File: src/rtl/crypt_perm_pkg.sv
// Shared types and helpers for the byte_perm_pipe lane-permutation datapath.
package crypt_perm_pkg;

    localparam int BLK_CNT_W = 16;
    localparam int PERM_W    = 2;

    typedef enum logic [1:0] {
        SEL_SWAP_PAIRS = 2'b00,
        SEL_X12        = 2'b01,
        SEL_X03        = 2'b10,
        SEL_X13        = 2'b11
    } perm_sel_e;

    // Permutes four PERM_W-bit lanes; the stage feeds it lane indices so the
    // resulting map can be applied to lanes of any width.
    function automatic logic [4*PERM_W-1:0] perm4(input logic [4*PERM_W-1:0] d,
                                                  input perm_sel_e sel);
        logic [PERM_W-1:0] l0, l1, l2, l3;
        logic [4*PERM_W-1:0] o;
        l0 = d[0*PERM_W +: PERM_W];
        l1 = d[1*PERM_W +: PERM_W];
        l2 = d[2*PERM_W +: PERM_W];
        l3 = d[3*PERM_W +: PERM_W];
        case (sel)
            SEL_SWAP_PAIRS: o = {l2, l3, l0, l1};
            SEL_X03:        o = {l0, l2, l1, l3};
            SEL_X12:        o = {l3, l1, l2, l0};
            default:        o = {l1, l2, l3, l0};
        endcase
        return o;
    endfunction

endpackage

File: src/rtl/byte_perm_stage.sv
// One registered permutation round with valid/ready; the round index picks
// which key slice applies for encrypt and for decrypt.
module byte_perm_stage
    import crypt_perm_pkg::*;
#(
    parameter int LANES  = 4,
    parameter int WIDTH  = 8,
    parameter int STAGES = 2,
    parameter int ROUND  = 0
) (
    input  logic                     clk,
    input  logic                     reset,
    input  logic                     in_valid,
    output logic                     in_ready,
    input  logic [LANES*WIDTH-1:0]   in_data,
    input  logic [2*STAGES-1:0]      in_key,
    input  logic                     in_decrypt,
    output logic                     out_valid,
    input  logic                     out_ready,
    output logic [LANES*WIDTH-1:0]   out_data,
    output logic [2*STAGES-1:0]      out_key,
    output logic                     out_decrypt
);

    localparam logic [4*PERM_W-1:0] IDENT = {2'd3, 2'd2, 2'd1, 2'd0};

    perm_sel_e              sel;
    logic [4*PERM_W-1:0]    map;
    logic [LANES*WIDTH-1:0] perm_data;

    // Decrypt walks the key slices in reverse so it undoes the encrypt order.
    always_comb begin
        sel = perm_sel_e'(in_decrypt ? in_key[2*(STAGES-1-ROUND) +: 2]
                                     : in_key[2*ROUND +: 2]);
        map = perm4(IDENT, sel);
        perm_data = '0;
        for (int g = 0; g < LANES/4; g++) begin
            for (int j = 0; j < 4; j++) begin
                perm_data[(4*g+j)*WIDTH +: WIDTH] =
                    in_data[(4*g + int'(map[PERM_W*j +: PERM_W]))*WIDTH +: WIDTH];
            end
        end
    end

    assign in_ready = ~out_valid | out_ready;

    always_ff @(posedge clk) begin
        if (reset) begin
            out_valid   <= 1'b0;
            out_data    <= '0;
            out_key     <= '0;
            out_decrypt <= 1'b0;
        end else if (in_ready) begin
            out_valid   <= in_valid;
            out_data    <= perm_data;
            out_key     <= in_key;
            out_decrypt <= in_decrypt;
        end
    end

endmodule

File: src/rtl/byte_perm_pipe.sv
// Multi-round lane-permutation pipeline with valid/ready flow control.
// Optional feature: define BLK_CNT_EN to add the 16-bit blk_cnt handshake counter.
module byte_perm_pipe
    import crypt_perm_pkg::*;
#(
    parameter int LANES  = 4,
    parameter int WIDTH  = 8,
    parameter int STAGES = 2
) (
    input  logic                     clk,
    input  logic                     reset,
    input  logic                     in_valid,
    output logic                     in_ready,
    input  logic [LANES*WIDTH-1:0]   in_data,
    input  logic [2*STAGES-1:0]      in_key,
    input  logic                     in_decrypt,
    output logic                     out_valid,
    input  logic                     out_ready,
    output logic [LANES*WIDTH-1:0]   out_data
`ifdef BLK_CNT_EN
    ,
    output logic [BLK_CNT_W-1:0]     blk_cnt
`endif
);

    logic [STAGES:0]                  vld;
    logic [STAGES:0]                  rdy;
    logic [STAGES:0]                  dec;
    logic [STAGES:0][LANES*WIDTH-1:0] data;
    logic [STAGES:0][2*STAGES-1:0]    key;

    assign vld[0]      = in_valid;
    assign data[0]     = in_data;
    assign key[0]      = in_key;
    assign dec[0]      = in_decrypt;
    assign rdy[STAGES] = out_ready;

    // Key and mode ride along with each beat so every round sees the values
    // captured at acceptance.
    for (genvar s = 0; s < STAGES; s++) begin : g_round
        byte_perm_stage #(
            .LANES  (LANES),
            .WIDTH  (WIDTH),
            .STAGES (STAGES),
            .ROUND  (s)
        ) u_stage (
            .clk         (clk),
            .reset       (reset),
            .in_valid    (vld[s]),
            .in_ready    (rdy[s]),
            .in_data     (data[s]),
            .in_key      (key[s]),
            .in_decrypt  (dec[s]),
            .out_valid   (vld[s+1]),
            .out_ready   (rdy[s+1]),
            .out_data    (data[s+1]),
            .out_key     (key[s+1]),
            .out_decrypt (dec[s+1])
        );
    end

    assign in_ready  = rdy[0];
    assign out_valid = vld[STAGES];
    assign out_data  = data[STAGES];

    logic unused_tail;
    assign unused_tail = ^{key[STAGES], dec[STAGES]};

`ifdef BLK_CNT_EN
    always_ff @(posedge clk) begin
        if (reset) begin
            blk_cnt <= '0;
        end else if (out_valid && out_ready) begin
            blk_cnt <= blk_cnt + 1'b1;
        end
    end
`endif

endmodule

File: config.mk
export PLATFORM = sky130hd
export DESIGN_NAME = byte_perm_pipe
export DESIGN_NICKNAME = d
export VERILOG_FILES = /design/src/rtl/crypt_perm_pkg.sv /design/src/rtl/byte_perm_stage.sv /design/src/rtl/byte_perm_pipe.sv
export SDC_FILE = /design/constraint.sdc
export NUM_CORES = 1
export LEC_CHECK = 0
export BUFFER_PORTS_ARGS = -buffer_cell sky130_fd_sc_hd__buf_2
export CORE_ASPECT_RATIO = 1.5
export CORE_MARGIN = 5
export CORE_UTILIZATION = 58
export DETAILED_ROUTE_END_ITERATION = 7
export GPL_ROUTABILITY_DRIVEN = 0
export PLACE_DENSITY = 0.82
export RECOVER_POWER = 50
export SLEW_MARGIN = 20
export SYNTH_ARGS = -nofsm -noshare
export SYNTH_HDL_FRONTEND = slang
export SYNTH_SLANG_ARGS = --single-unit
File: constraint.sdc
create_clock -name clk -period 1.73 [get_ports clk]
set_input_delay 0.2595 -clock clk [delete_from_list [all_inputs] [get_ports clk]]
set_output_delay 0.2595 -clock clk [all_outputs]
set_load 0.02 [all_outputs]
==> results.sh <==
export IMPL_status="finished, final reports clean"
export IMPL_yosys_warnings=0
export IMPL_r2r_end="g_round[1].u_stage.out_data[2]"
export IMPL_finalNonFillerCells=847
export IMPL_setup_slack_ps=69.3
export IMPL_cts_root_buf="clkbuf_16"
export IMPL_maxCapViolCount=0
export IMPL_grt_pass1_vias=4964
export IMPL_hold_buffers=0
export IMPL_synth_avg_cell_area_sq_um=7.08
export IMPL_rows=41
export IMPL_worstRegToRegCells=5
export IMPL_path_class="register to output port"
export IMPL_cts_sinks=71
export IMPL_fin_setup_tns_ps=0
export IMPL_fin_util_pct=66.6
export IMPL_p_per_area_nw_per_um2=889
export IMPL_cts_tree="done"
export IMPL_worstSkewPairLatency_ps=340
export IMPL_hold_end="g_round[0].u_stage.out_valid"
export IMPL_fin_crit_sh_pct=96.0
export IMPL_r2r_slack_ps=80
export IMPL_clkTransAtPathRegs_ps=50
export IMPL_nets=776
export IMPL_synth_distinct_cells=42
export IMPL_p_leak_nw=2.22
export IMPL_synth_fp_nets=746
export IMPL_hold_class="primary input to register"
export IMPL_wl_per_cell_microns=17.5
export IMPL_dp_cells=829
export IMPL_layout_drive_gt1_share_pct=20.1
export IMPL_stdcell_area_sq_um=5600
export IMPL_worstPathArrival_ps=1400
export IMPL_fin_crit_ps=1660
export IMPL_pre_cts_ws_ps=-159
export IMPL_grtUsageTotal_pct=28.0
export IMPL_vias_per_cell=6.56
export IMPL_overflow=0
export IMPL_grt_pass1_wl_microns=24000
export IMPL_first_pass_iters=7
export IMPL_antenna_found_initial=0
export IMPL_ys_async_sr_fraction_pct=0
export IMPL_worst_slew_pin_slew_ps=1100
export IMPL_cts_htree_levels=3
export IMPL_cp_start_kind="register"
export IMPL_clock_skew_ps=8.19
export IMPL_cts_buffers=9
export IMPL_setup_violations=0
export IMPL_clock_fmax_mhz=602
export IMPL_synthCells=705
export IMPL_die_w_microns=85.7
export IMPL_endpoint_kind="output port"
export IMPL_placed_area_sq_um=5270
export IMPL_synth_edf_count=0
export IMPL_antenna_left=0
export IMPL_grt_start_max_net_pins=40
export IMPL_dp_hpwl_microns=10800
export IMPL_drtIter0Drc=1013
export IMPL_synthFlopType="dfxtp_1"
export IMPL_vdd_drop_max_mv=0.552
export IMPL_report_final_slew_viol_count=0
export IMPL_syn_cell_area_sq_um=4990
export IMPL_fillers=761
export IMPL_ioPinCount=75
export IMPL_rr_startpoint="g_round[0].u_stage.out_key[1]"
export IMPL_required_ps=1470
export IMPL_n_antenna_cell=0
export IMPL_dieArea_sq_um=10600
export IMPL_io_buffers=74
export IMPL_whs_ps=170
export IMPL_fin_total_pwr_mw=4.98
export IMPL_relSlewSlack_pct=26.5
export IMPL_path_max_fanout=10
export IMPL_core_area_sq_um=8410
export IMPL_routed_wl_microns=14900
export IMPL_routed_via_count=5555
export IMPL_synthToLayoutAreaGrowth_pct=12.2
export IMPL_hold_viol_final=0
export IMPL_ys_seq_elements=71
export IMPL_drcViolationCount=0
export IMPL_worstHoldPathCells=3
export IMPL_hp_start="in_valid"
export IMPL_ys_seq_area_share_pct=28.5
export IMPL_die_y_microns=124
export IMPL_cts_buffer_depth=2
export IMPL_initial_core_util_pct=59.3
## state kept, by name, indices dropped and copies added (netlist names)
name,count
g_round.u_stage.out_data,64
g_round.u_stage.out_valid,2
g_round.u_stage.out_key,4
g_round.u_stage.out_decrypt,1
## how the worst max path moves through the flow
stage / from / to / slack [ps] / cells after the start
CTS: g_round[1].u_stage.out_valid / in_ready / 4 / 4
detailed placement: g_round[1].u_stage.out_valid / g_round[1].u_stage.out_data[24] / -160 / 6
global placement: g_round[1].u_stage.out_valid / g_round[1].u_stage.out_data[24] / -80 / 6
finish: g_round[1].u_stage.out_valid / in_ready / 70 / 4
floorplan: g_round[1].u_stage.out_valid / g_round[0].u_stage.out_data[8] / 200 / 8
global route: g_round[1].u_stage.out_valid / g_round[1].u_stage.out_data[0] / -3 / 4
## critical path: stages, from the launching register on
cell     delay, ps
dfxtp_1        340
nor2b_2        210
and2_4         230
inv_2          110
buf_2          180
## power by group
part | switching (mW) | leakage, nW | internal [mW] | total, mW
Clock | 0.646 | 0.140 | 1.15 | 1.80
Sequential | 0.171 | 0.591 | 1.80 | 1.97
Combinational | 0.725 | 1.49 | 0.480 | 1.21
Total | 1.54 | 2.22 | 3.43 | 4.98
## Yosys cell counts (19+ instances only)
| master | count | area, sq um |
|---|---|---|
| o21ai_0 | 110 | 551 |
| a21oi_1 | 87 | 435 |
| nor2_1 | 79 | 297 |
| dfxtp_1 | 71 | 1420 |
| nand2_1 | 66 | 248 |
| buf_4 | 38 | 285 |
| buf_2 | 32 | 160 |
| o221ai_1 | 31 | 272 |
| a211oi_1 | 30 | 225 |
| o211ai_1 | 26 | 195 |
| clkbuf_1 | 23 | 86.3 |
| a22o_1 | 21 | 184 |
| inv_1 | 19 | 71.3 |
## per-layer routing
layer / vias up / global-route usage (%) / wire (microns)
li1: 2622 / - / -
met3: 58 / 5.63 / 1400
met4: 0 / 14.4 / 595
met1: 2511 / 32.0 / 5530
met2: 364 / 49.1 / 7340
met5: - / 0 / 0
## cell type report
class,count,area (sq um),share of cell area [%]
Inverter,22,82.6,1.47
Timing Repair Buffer,118,758,13.5
Clock buffer,13,250,4.47
Tap cell,107,134,2.39
Multi-Input combinational cell,513,2910,51.9
Clock inverter,3,42.5,0.760
Sequential cell,71,1420,25.4
## cells in the final DEF (no fill, tap or decap), drive strengths merged, types with 7 or more instances in the layout
cell	n
a22o	21
and2	10
inv	21
o211ai	26
dfxtp	71
o221ai	31
a211oi	30
nand2	66
nor2	83
a311oi	10
a21oi	87
buf	118
clkbuf	13
o21ai	120
a221oi	7
## what timing repair did
| action | CTS | global route |
|---|---|---|
| resized for setup | 3 | 6 |
| gates cloned | 0 | 1 |
| setup endpoints to repair | 30 | 17 |
| pin swaps | 0 | 2 |
| setup buffers | 0 | 1 |
## cells by family after synthesis
logic type | synth area share, %
multiplexers | 0.978
buffers and inverters | 13.6
AO/OA/AOI/OAI | 43.1
AND/OR/NAND/NOR | 13.9
flip-flops | 28.5
(Power assumes the default switching activity.)
